**src/rtl/parking_exit_controller.sv**
```systemverilog
// Exit-side parking controller: tracks spot occupancy and entry time, charges a
// duration-based fee, waits for payment, drives the exit barrier and releases the spot.
module parking_exit_controller #(
  parameter int unsigned NUM_SPOTS   = 4,
  parameter int unsigned TS_WIDTH    = 16,
  parameter int unsigned TICK_DIV    = 1000,
  parameter int unsigned RATE        = 1,
  parameter int unsigned FEE_WIDTH   = 16,
  parameter int unsigned GATE_CYCLES = 8,
  parameter int unsigned PAY_TIMEOUT = 255
) (
  input  logic                         clk,
  input  logic                         reset,
  input  logic                         alloc_valid,
  input  logic [$clog2(NUM_SPOTS)-1:0] alloc_spot,
  input  logic                         exit_req,
  input  logic [$clog2(NUM_SPOTS)-1:0] exit_spot,
  input  logic                         paid,
  output logic                         exit_busy,
  output logic [FEE_WIDTH-1:0]         fee,
  output logic                         fee_valid,
  output logic                         exit_error,
  output logic                         gate_open,
  output logic [NUM_SPOTS-1:0]         spot_release,
  output logic [NUM_SPOTS-1:0]         occupied
);

  localparam int unsigned SPOT_W  = $clog2(NUM_SPOTS);
  localparam int unsigned PS_W    = (TICK_DIV > 1) ? $clog2(TICK_DIV) : 1;
  localparam int unsigned CNT_MAX = (GATE_CYCLES > PAY_TIMEOUT) ? GATE_CYCLES : PAY_TIMEOUT;
  localparam int unsigned CNT_W   = $clog2(CNT_MAX + 1);
  localparam int unsigned PROD_W  = TS_WIDTH + 32;
  localparam logic [PROD_W-1:0] FEE_MAX = PROD_W'({FEE_WIDTH{1'b1}});

  typedef enum logic [2:0] {IDLE, CALC, WAIT_PAY, GATE, RELEASE} state_t;

  state_t               state_q, state_d;
  logic [PS_W-1:0]      prescale_q;
  logic [TS_WIDTH-1:0]  now_q;
  logic [TS_WIDTH-1:0]  entry_ts [NUM_SPOTS];
  logic [SPOT_W-1:0]    spot_q, spot_d;
  logic [CNT_W-1:0]     cnt_q, cnt_d;
  logic                 err_d;
  logic                 release_d;
  logic [NUM_SPOTS-1:0] release_vec;
  logic [NUM_SPOTS-1:0] occ_d;
  logic                 alloc_take;
  logic [TS_WIDTH-1:0]  duration;
  logic [PROD_W-1:0]    product;
  logic [FEE_WIDTH-1:0] fee_calc;

  // Free-running timebase: now advances once per TICK_DIV clocks
  always_ff @(posedge clk or posedge reset) begin
    if (reset) begin
      prescale_q <= '0;
      now_q      <= '0;
    end else if (prescale_q == PS_W'(TICK_DIV - 1)) begin
      prescale_q <= '0;
      now_q      <= now_q + 1'b1;
    end else begin
      prescale_q <= prescale_q + 1'b1;
    end
  end

  // Fee: modular elapsed time times rate, multiplied at full width then saturated
  assign duration = now_q - entry_ts[spot_q];
  assign product  = PROD_W'(duration) * PROD_W'(RATE);
  assign fee_calc = (product > FEE_MAX) ? '1 : FEE_WIDTH'(product);

  // Next state and next registered outputs
  always_comb begin
    state_d = state_q;
    cnt_d   = cnt_q;
    spot_d  = spot_q;
    err_d   = 1'b0;
    case (state_q)
      IDLE: begin
        if (exit_req) begin
          if (occupied[exit_spot]) begin
            spot_d  = exit_spot;
            state_d = CALC;
          end else begin
            err_d = 1'b1;
          end
        end
      end
      CALC: begin
        cnt_d   = '0;
        state_d = (fee_calc == '0) ? GATE : WAIT_PAY;
      end
      WAIT_PAY: begin
        if (paid) begin
          cnt_d   = '0;
          state_d = GATE;
        end else if (cnt_q == CNT_W'(PAY_TIMEOUT - 1)) begin
          state_d = IDLE;
          err_d   = 1'b1;
        end else begin
          cnt_d = cnt_q + 1'b1;
        end
      end
      GATE: begin
        if (cnt_q == CNT_W'(GATE_CYCLES - 1)) state_d = RELEASE;
        else cnt_d = cnt_q + 1'b1;
      end
      RELEASE: state_d = IDLE;
      default: state_d = IDLE;
    endcase

    release_d   = (state_d == RELEASE);
    release_vec = release_d ? (NUM_SPOTS'(1) << spot_q) : '0;

    // A spot being released this cycle is free for a simultaneous allocation
    occ_d = occupied;
    if (release_d) occ_d[spot_q] = 1'b0;
    alloc_take = alloc_valid && !occ_d[alloc_spot];
    if (alloc_take) occ_d[alloc_spot] = 1'b1;
  end

  always_ff @(posedge clk or posedge reset) begin
    if (reset) begin
      state_q      <= IDLE;
      cnt_q        <= '0;
      spot_q       <= '0;
      occupied     <= '0;
      exit_busy    <= 1'b0;
      fee          <= '0;
      fee_valid    <= 1'b0;
      exit_error   <= 1'b0;
      gate_open    <= 1'b0;
      spot_release <= '0;
    end else begin
      state_q      <= state_d;
      cnt_q        <= cnt_d;
      spot_q       <= spot_d;
      occupied     <= occ_d;
      exit_busy    <= (state_d != IDLE);
      fee_valid    <= (state_d == WAIT_PAY);
      exit_error   <= err_d;
      gate_open    <= (state_d == GATE);
      spot_release <= release_vec;
      if (state_q == CALC) fee <= fee_calc;
    end
  end

  always_ff @(posedge clk or posedge reset) begin
    if (reset) begin
      for (int i = 0; i < NUM_SPOTS; i++) entry_ts[i] <= '0;
    end else if (alloc_take) begin
      entry_ts[alloc_spot] <= now_q;
    end
  end

endmodule

```
**config.mk**
```make
export PLATFORM = sky130hd
export DESIGN_NAME = parking_exit_controller
export DESIGN_NICKNAME = d
export VERILOG_FILES = /design/src/rtl/parking_exit_controller.sv
export SDC_FILE = /design/constraint.sdc
export NUM_CORES = 1
export LEC_CHECK = 0
export ABC_AREA = 0
export BUFFER_PORTS_ARGS = -buffer_cell sky130_fd_sc_hd__buf_2
export CORE_UTILIZATION = 65
export DETAILED_ROUTE_END_ITERATION = 12
export PLACE_DENSITY_LB_ADDON = 0.08
export SYNTH_ARGS = -nofsm -noshare
export SYNTH_HDL_FRONTEND = slang
export SYNTH_SLANG_ARGS = --single-unit
export TNS_END_PERCENT = 1
```
**constraint.sdc**
```tcl
create_clock -name clk -period 9.65 [get_ports clk]
set_input_delay 1.4475 -clock clk [delete_from_list [all_inputs] [get_ports clk]]
set_output_delay 1.4475 -clock clk [all_outputs]
set_load 0.01 [all_outputs]
```
==> flow_summary_export.csv, run 1 <==
group,metric,value,unit
logic_synthesis,synth.most_common_cell,"dfrtp_1",
setup_path,cp_cell_sequence,"buf_4 > mux4_2 > inv_1 > ha_1 > a21oi_1 > nand2_1 > o21a_4 > o41ai_4 > o221ai_2 > or4_4 > o211a_1",
final_layout,area_growth,12.89,%
logic_synthesis,avgSynthCellArea,11.64,um2
logic_synthesis,synth_nets,596,
hold_path,hp-class,"register to register",
cts,clk_latency,0.53,ns
cts,htreeDepth,4,
logic_synthesis,ys_warn_count,0,
cts,cts_tree,"done",
sta,timing.final.setup_violations,0,
power,power_density,192.7,nW/um2
sta,finalSetupTns,0,ns
placed_design,finalWeightedCongestion,0.8472,
sta,finClkSkew,0.01294,ns
cts,postCtsSetupRepairBufs,0,
sta,hold_violations,0,
setup_path,path_class,"register to register",
die,rows,36,
cts,cts-resized-gates,0,
setup_path,required,10.07,ns
global_routing,grt_max_degree,87,
global_routing,antenna_found_initial,0,
die,start_util,67.21,%
logic_synthesis,synth_edf_count,0,
global_routing,grt_usage,27.86,%
die,die_x,102.8,um
sta,rsz0062_at_grt,"no",
placed_design,placed_area,6885,um2
final_layout,fin_area,7451,um2
setup_path,critPathMaxStageDelay,0.56,ns
die,dieHeight,102.8,um
global_routing,grt_pass1_vias,4383,
sta,worst_pin_slew,1.032,ns
sta,slew_viol_final,0,
global_routing,grt_pass1_wl,21600,um
die,coreArea,9819,um2
logic_synthesis,async_flop_share,100.0,%
placed_design,numPortBuffers,36,
drt,ant_nets,0,
cts,cts.path.max_buffers,2,
logic_synthesis,synth_flop_cell,"dfrtp_1",
setup_path,start_kind,"register",
setup_path,endpoint_kind,"register",
final_layout,drive_gt1_share,20.58,%
setup_path,slowest_stage,"mux4_2",
sta,fmax,273.2,MHz
cts,numCtsBuffers,17,
placed_design,place_hpwl,9209,um
power,fin_total_pwr,1.436,mW
run,drv_cap,0,
sta,max_slew_margin,31.19,%
drt,wl_per_cell,17.82,um
final_layout,final_core_util,75.88,%
cts,cts_root_buf,"clkbuf_8",
placed_design,placed_cells,718,
cts,clock-sinks,131,
setup_path,crit_arrival,4.08,ns
final_layout,fin_cells,750,
logic_synthesis,synth-seq-cells,131,
cts,clk_pin_slew,0.06,ns
die,io_pins,37,
logic_synthesis,yosysTopAreaCellShare,49.67,%
logic_synthesis,synth.area.top_cells,"dfrtp_1 (50%), mux2_1 (7.3%), mux4_2 (5.8%)",
drt,viasPerCell,5.948,
logic_synthesis,syn_inst,567,
logic_synthesis,synth_top_area_cell,"dfrtp_1",
power,irDropWorstVdd,133.8,uV
drt,via_count,4461,
drt,drt_iter0_drc,208,
setup_path,critPathMaxFanout,19,
cts,ctsHoldBuffers,0,
sta,period_share,37.93,%
power,leakage,3.658,nW
die,die_area,10560,um2
drt,drt_wl_total,13370,um
sta,layout_setup_ws,5.989,ns
placed_design,dp_slack,6.044,ns
sta,fin_hold_ws,0.4769,ns
global_routing,grt_overflow,0,
logic_synthesis,ys_types,63,
drt,drc,0,
logic_synthesis,ys_seq_area_share,49.67,%
sta,period_needed,3.661,ns
final_layout,num-nets-final,633,
logic_synthesis,synth_common_cells,"dfrtp_1 (131), nand2_1 (52), mux2_1 (43), inv_1 (27), nor2_1 (26)",
outcome,run_status,"completed",
logic_synthesis,netlist_area,6600,um2
drt,first_pass_iters,4,
final_layout,diodes,0,
where the power goes:
| group | switching (mW) | internal (mW) |
|---|---|---|
| registers | 0.0298 | 0.578 |
| logic | 0.138 | 0.0883 |
| clock network | 0.243 | 0.359 |
final timing paths:
path / startpoint / end / slack, ns / cells past startpoint
max in group asynchronous: reset / entry_ts[30]$_DFFE_PP0P_ / 7.24 / 3
setup / recovery: spot_q[0]$_DFFE_PP0P_ / fee_valid$_DFF_PP0_ / 5.99 / 11
hold / removal: fee[5]$_DFFE_PP0P_ / fee[5]$_DFFE_PP0P_ / 0.48 / 2
min in group asynchronous: reset / fee[0]$_DFFE_PP0P_ / 0.97 / 2
setup reg to reg: spot_q[0]$_DFFE_PP0P_ / fee_valid$_DFF_PP0_ / 5.99 / 11
hold reg to reg: fee[5]$_DFFE_PP0P_ / fee[5]$_DFFE_PP0P_ / 0.48 / 2
cells by family (layout without fill, tap and decap cells):
| group | after synthesis | count (layout) | share of synthesized area, % |
|---|---|---|---|
| xor+xnor | 29 | 29 | 3.848 |
| buf+inv | 49 | 99 | 3.052 |
| mux | 86 | 86 | 17.55 |
| simple gates | 159 | 159 | 12.34 |
| fa+ha+maj | 20 | 20 | 3.905 |
| flops | 131 | 131 | 49.67 |
| compound gates | 93 | 93 | 9.630 |
per-layer routing:
layer  global-route usage [%]  wire [um]  vias to the layer above
met1                    37.50       6363                     2242
met2                    44.05       6406                       76
met3                    7.729        449                       12
met5                        0          0                        -
li1                         -          -                     2131
met4                    9.426        145                        0
sequential cells by signal (all words and copies together) (netlist names):
name and cells:
entry_ts 64, fee 16, spot_q 2, spot_release 4
now_q 16, gate_open 1, cnt_q 8, fee_valid 1
exit_busy 1, exit_error 1, prescale_q 10, state_q 3
occupied 4
cell type report:
class / instances / area (um2)
multi-input cells: 387 / 3127
clock buffers: 20 / 445.4
well taps: 133 / 166.4
inverters: 27 / 103.9
fillers: 674 / 2369
repair buffers: 40 / 210.2
clock inverters: 12 / 120.1
flip-flops and latches: 131 / 3278
worst max-delay path: cells and delay by family (launching register included):
kind            cells  cell delay (ns)
flops               1             0.44
buf+inv             2             0.44
compound gates      5             1.14
simple gates        2             0.67
mux                 1             0.56
fa+ha+maj           1             0.29
layout by cell type (no fill, tap or decap), types with 3 or more instances in the layout:
| cell | n |
|---|---|
| clkinvlp_4 | 5 |
| mux2_2 | 25 |
| or2_1 | 3 |
| xor2_1 | 10 |
| o211ai_1 | 3 |
| mux2_1 | 43 |
| o21ai_0 | 23 |
| o31ai_1 | 7 |
| inv_1 | 26 |
| ha_1 | 19 |
| o21a_1 | 3 |
| o21ai_1 | 13 |
| o211a_1 | 3 |
| and2_1 | 3 |
| nand2b_1 | 6 |
| clkbuf_8 | 3 |
| nand3_1 | 18 |
| clkbuf_16 | 16 |
| buf_4 | 4 |
| and3_1 | 5 |
| a211oi_1 | 3 |
| nand2_1 | 52 |
| nor2b_1 | 7 |
| buf_2 | 36 |
| a21oi_1 | 19 |
| dfrtp_1 | 131 |
| a21o_1 | 4 |
| inv_6 | 4 |
| xnor2_1 | 19 |
| nand4_1 | 12 |
| mux4_2 | 17 |
| and4_1 | 3 |
| nor3_1 | 9 |
| nor2_1 | 26 |
No activity file was read; power rests on OpenSTA's default activity.
==> run 2, diff against run 1 <==
Settings changed: CORE_UTILIZATION 65 to 55.
Clock period 9.65 ns to 3.3 ns, I/O delays scaled along.
==> run 2 against run 1 <==
Net effect:
- the run now ends with DRC left
- via count is 6.8% higher
- power increased to 3.3 times the previous value
- first-iteration DRC count rose by 52%
- die area is 18% higher
- highest routed layer unchanged
- sequential power grew to 3.0 times the previous value
- wire length grew 8.2%
- cell count up 10%
- maximum frequency grew 13%
- clock skew shrank 0.0027 ns
- largest power group is now clock
- global-route usage fell by 3.3 points
==> flow_summary_export.csv, run 2 (same netlist as run 1, synthesis figures left out) <==
group,metric,value,unit
global_routing,antenna_found_initial,0,
cts,clk_pin_slew,0.06,ns
sta,finalSetupTns,0,ns
drt,via_count,4763,
setup_path,endpoint_kind,"register",
sta,finClkSkew,0.01022,ns
cts,cts_tree,"done",
global_routing,grt_pass1_wl,23690,um
placed_design,placed_area,7332,um2
die,die_area,12440,um2
final_layout,final_common_cell,"dfrtp_1",
global_routing,grt_max_degree,132,
power,fin_total_pwr,4.756,mW
drt,drc,6,
cts,cts_root_buf,"clkbuf_16",
power,power_density,568.0,nW/um2
die,rows,39,
cts,htreeDepth,4,
run,drv_cap,0,
power,irDropWorstVdd,417.6,uV
cts,clock-sinks,131,
sta,period_needed,3.240,ns
die,start_util,57.07,%
sta,max_slew_margin,55.71,%
hold_path,hp-class,"input pin to asynchronous set/reset pin",
drt,first_pass_iters,9,
setup_path,required,3.61,ns
sta,hold_violations,0,
final_layout,num-nets-final,701,
die,io_pins,37,
drt,drt_wl_total,14460,um
drt,viasPerCell,5.752,
sta,timing.final.setup_violations,0,
cts,clk_latency,0.42,ns
global_routing,grt_pass1_vias,4762,
setup_path,critPathMaxStageDelay,0.55,ns
setup_path,cp_top_family,"simple AND/OR/NAND/NOR gates",
sta,fmax,308.7,MHz
setup_path,path_buf_inv,4,
setup_path,slowest_stage,"or4_4",
final_layout,largest_reg_flops,64,
final_layout,drive_gt1_share,33.58,%
setup_path,crit_arrival,3.55,ns
placed_design,place_hpwl,9533,um
cts,numCtsBuffers,17,
global_routing,grt_usage,24.53,%
cts,cts.path.max_buffers,2,
die,dieHeight,111.5,um
placed_design,numPortBuffers,36,
drt,wl_met1,6741,um
placed_design,finalWeightedCongestion,0.9000,
drt,maxUsedRoutingLayer,"met4",
global_routing,grt_overflow,0,
drt,drt_iter0_drc,317,
final_layout,area_growth,26.86,%
sta,period_share,98.17,%
drt,ant_nets,0,
setup_path,start_kind,"register",
sta,slew_viol_final,0,
final_layout,nFillCells,810,
die,die_x,111.5,um
final_layout,diodes,0,
final_layout,regMostFlops,"entry_ts",
setup_path,cp_cell_sequence,"buf_12 > buf_8 > mux4_2 > inv_2 > ha_4 > a21oi_4 > nand2_2 > buf_4 > o211ai_1 > nand2_1 > xor2_2 > or4_4 > o211a_1",
final_layout,fin_area,8373,um2
outcome,run_status,"finished with violations",
drt,wl_per_cell,17.47,um
drt,met2_length,7017,um
final_layout,reg_top3,"entry_ts x64, fee x16, now_q x16",
die,coreArea,11560,um2
final_layout,final_cell_mix,"dfrtp_1 (130), buf_4 (63), nand2_1 (50)",
outcome,violations,"DRC",
setup_path,critPathMaxFanout,5,
sta,rsz0062_at_grt,"yes",
sta,worst_pin_slew,0.6644,ns
power,leakage,4.102,nW
setup_path,path_class,"register to register",
drt,route.met3.wl,455,um
final_layout,final_core_util,72.40,%
-- run 2: changes by cell type in the layout (fill, tap and decap cells not counted), sizes merged --
cell / before / now
buf: 40 / 107
bufinv: 1 / 5
inv: 31 / 28
clkbuf: 20 / 22
clkinvlp: 5 / 3
-- run 2: cell type report --
class	count	area [um2]	area share, %
Multi-Input combinational cell	387	3326	39.72
Sequential cell	131	3279	39.17
Timing Repair Buffer	108	807.0	9.638
Clock buffer	21	480.5	5.738
Clock inverter	11	196.4	2.346
Tap cell	143	178.9	2.137
Inverter	27	105.1	1.255
-- run 2: per-stage QoR --
stage | instances | hold slack, ns | setup WS (ns)
6_report | 828 | 0.2794 | 0.06041
5_1_grt | 828 | 0.3369 | -0.04940
2_1_floorplan | 567 | 0.4395 | -0.4658
3_3_place_gp | 784 | 0.4580 | -0.1157
4_1_cts | 818 | 0.3080 | 0.002910
3_5_place_dp | 784 | 0.4658 | -0.1937
-- run 2: tightest hold or removal path, delay by kind of cell --
family	cells	cell delay, ns
buffers and inverters	3	0.68
-- run 2: path summary, 6_finish.rpt --
kind	from	endpoint	slack, ns	depth (start not counted)
worst min-delay path	reset	now_q[0]$_DFFE_PP0N_	0.28	3
max in group asynchronous	reset	spot_q[0]$_DFFE_PP0P_	2.53	3
worst max-delay path	spot_q[0]$_DFFE_PP0P_	fee_valid$_DFF_PP0_	0.06	13
worst min register to register	fee[14]$_DFFE_PP0P_	fee[14]$_DFFE_PP0P_	0.48	2
worst max register to register	spot_q[0]$_DFFE_PP0P_	fee_valid$_DFF_PP0_	0.06	13
min in group clk	exit_spot[1]	spot_q[1]$_DFFE_PP0P_	0.35	2
-- run 2: timing repair --
action                                  CTS  global route
gates cloned                              0             1
pin swaps                                 2            16
endpoints found under the setup margin    3             3
resized for setup                        13            38
buffers inserted                          2             9
hold buffers                              0             0
-- run 2: where the power goes --
part	switching, mW	total, mW	internal [mW]
logic	0.433	0.843	0.410
registers	0.104	1.80	1.69
clock network	0.693	2.12	1.42
total	1.23	4.76	3.53
-- run 2: per-layer routing --
layer,GRT usage [%],vias to the layer above
met2,39.54,90
met4,8.468,0
met5,0,-
met1,32.71,2394
li1,-,2257
met3,5.879,22
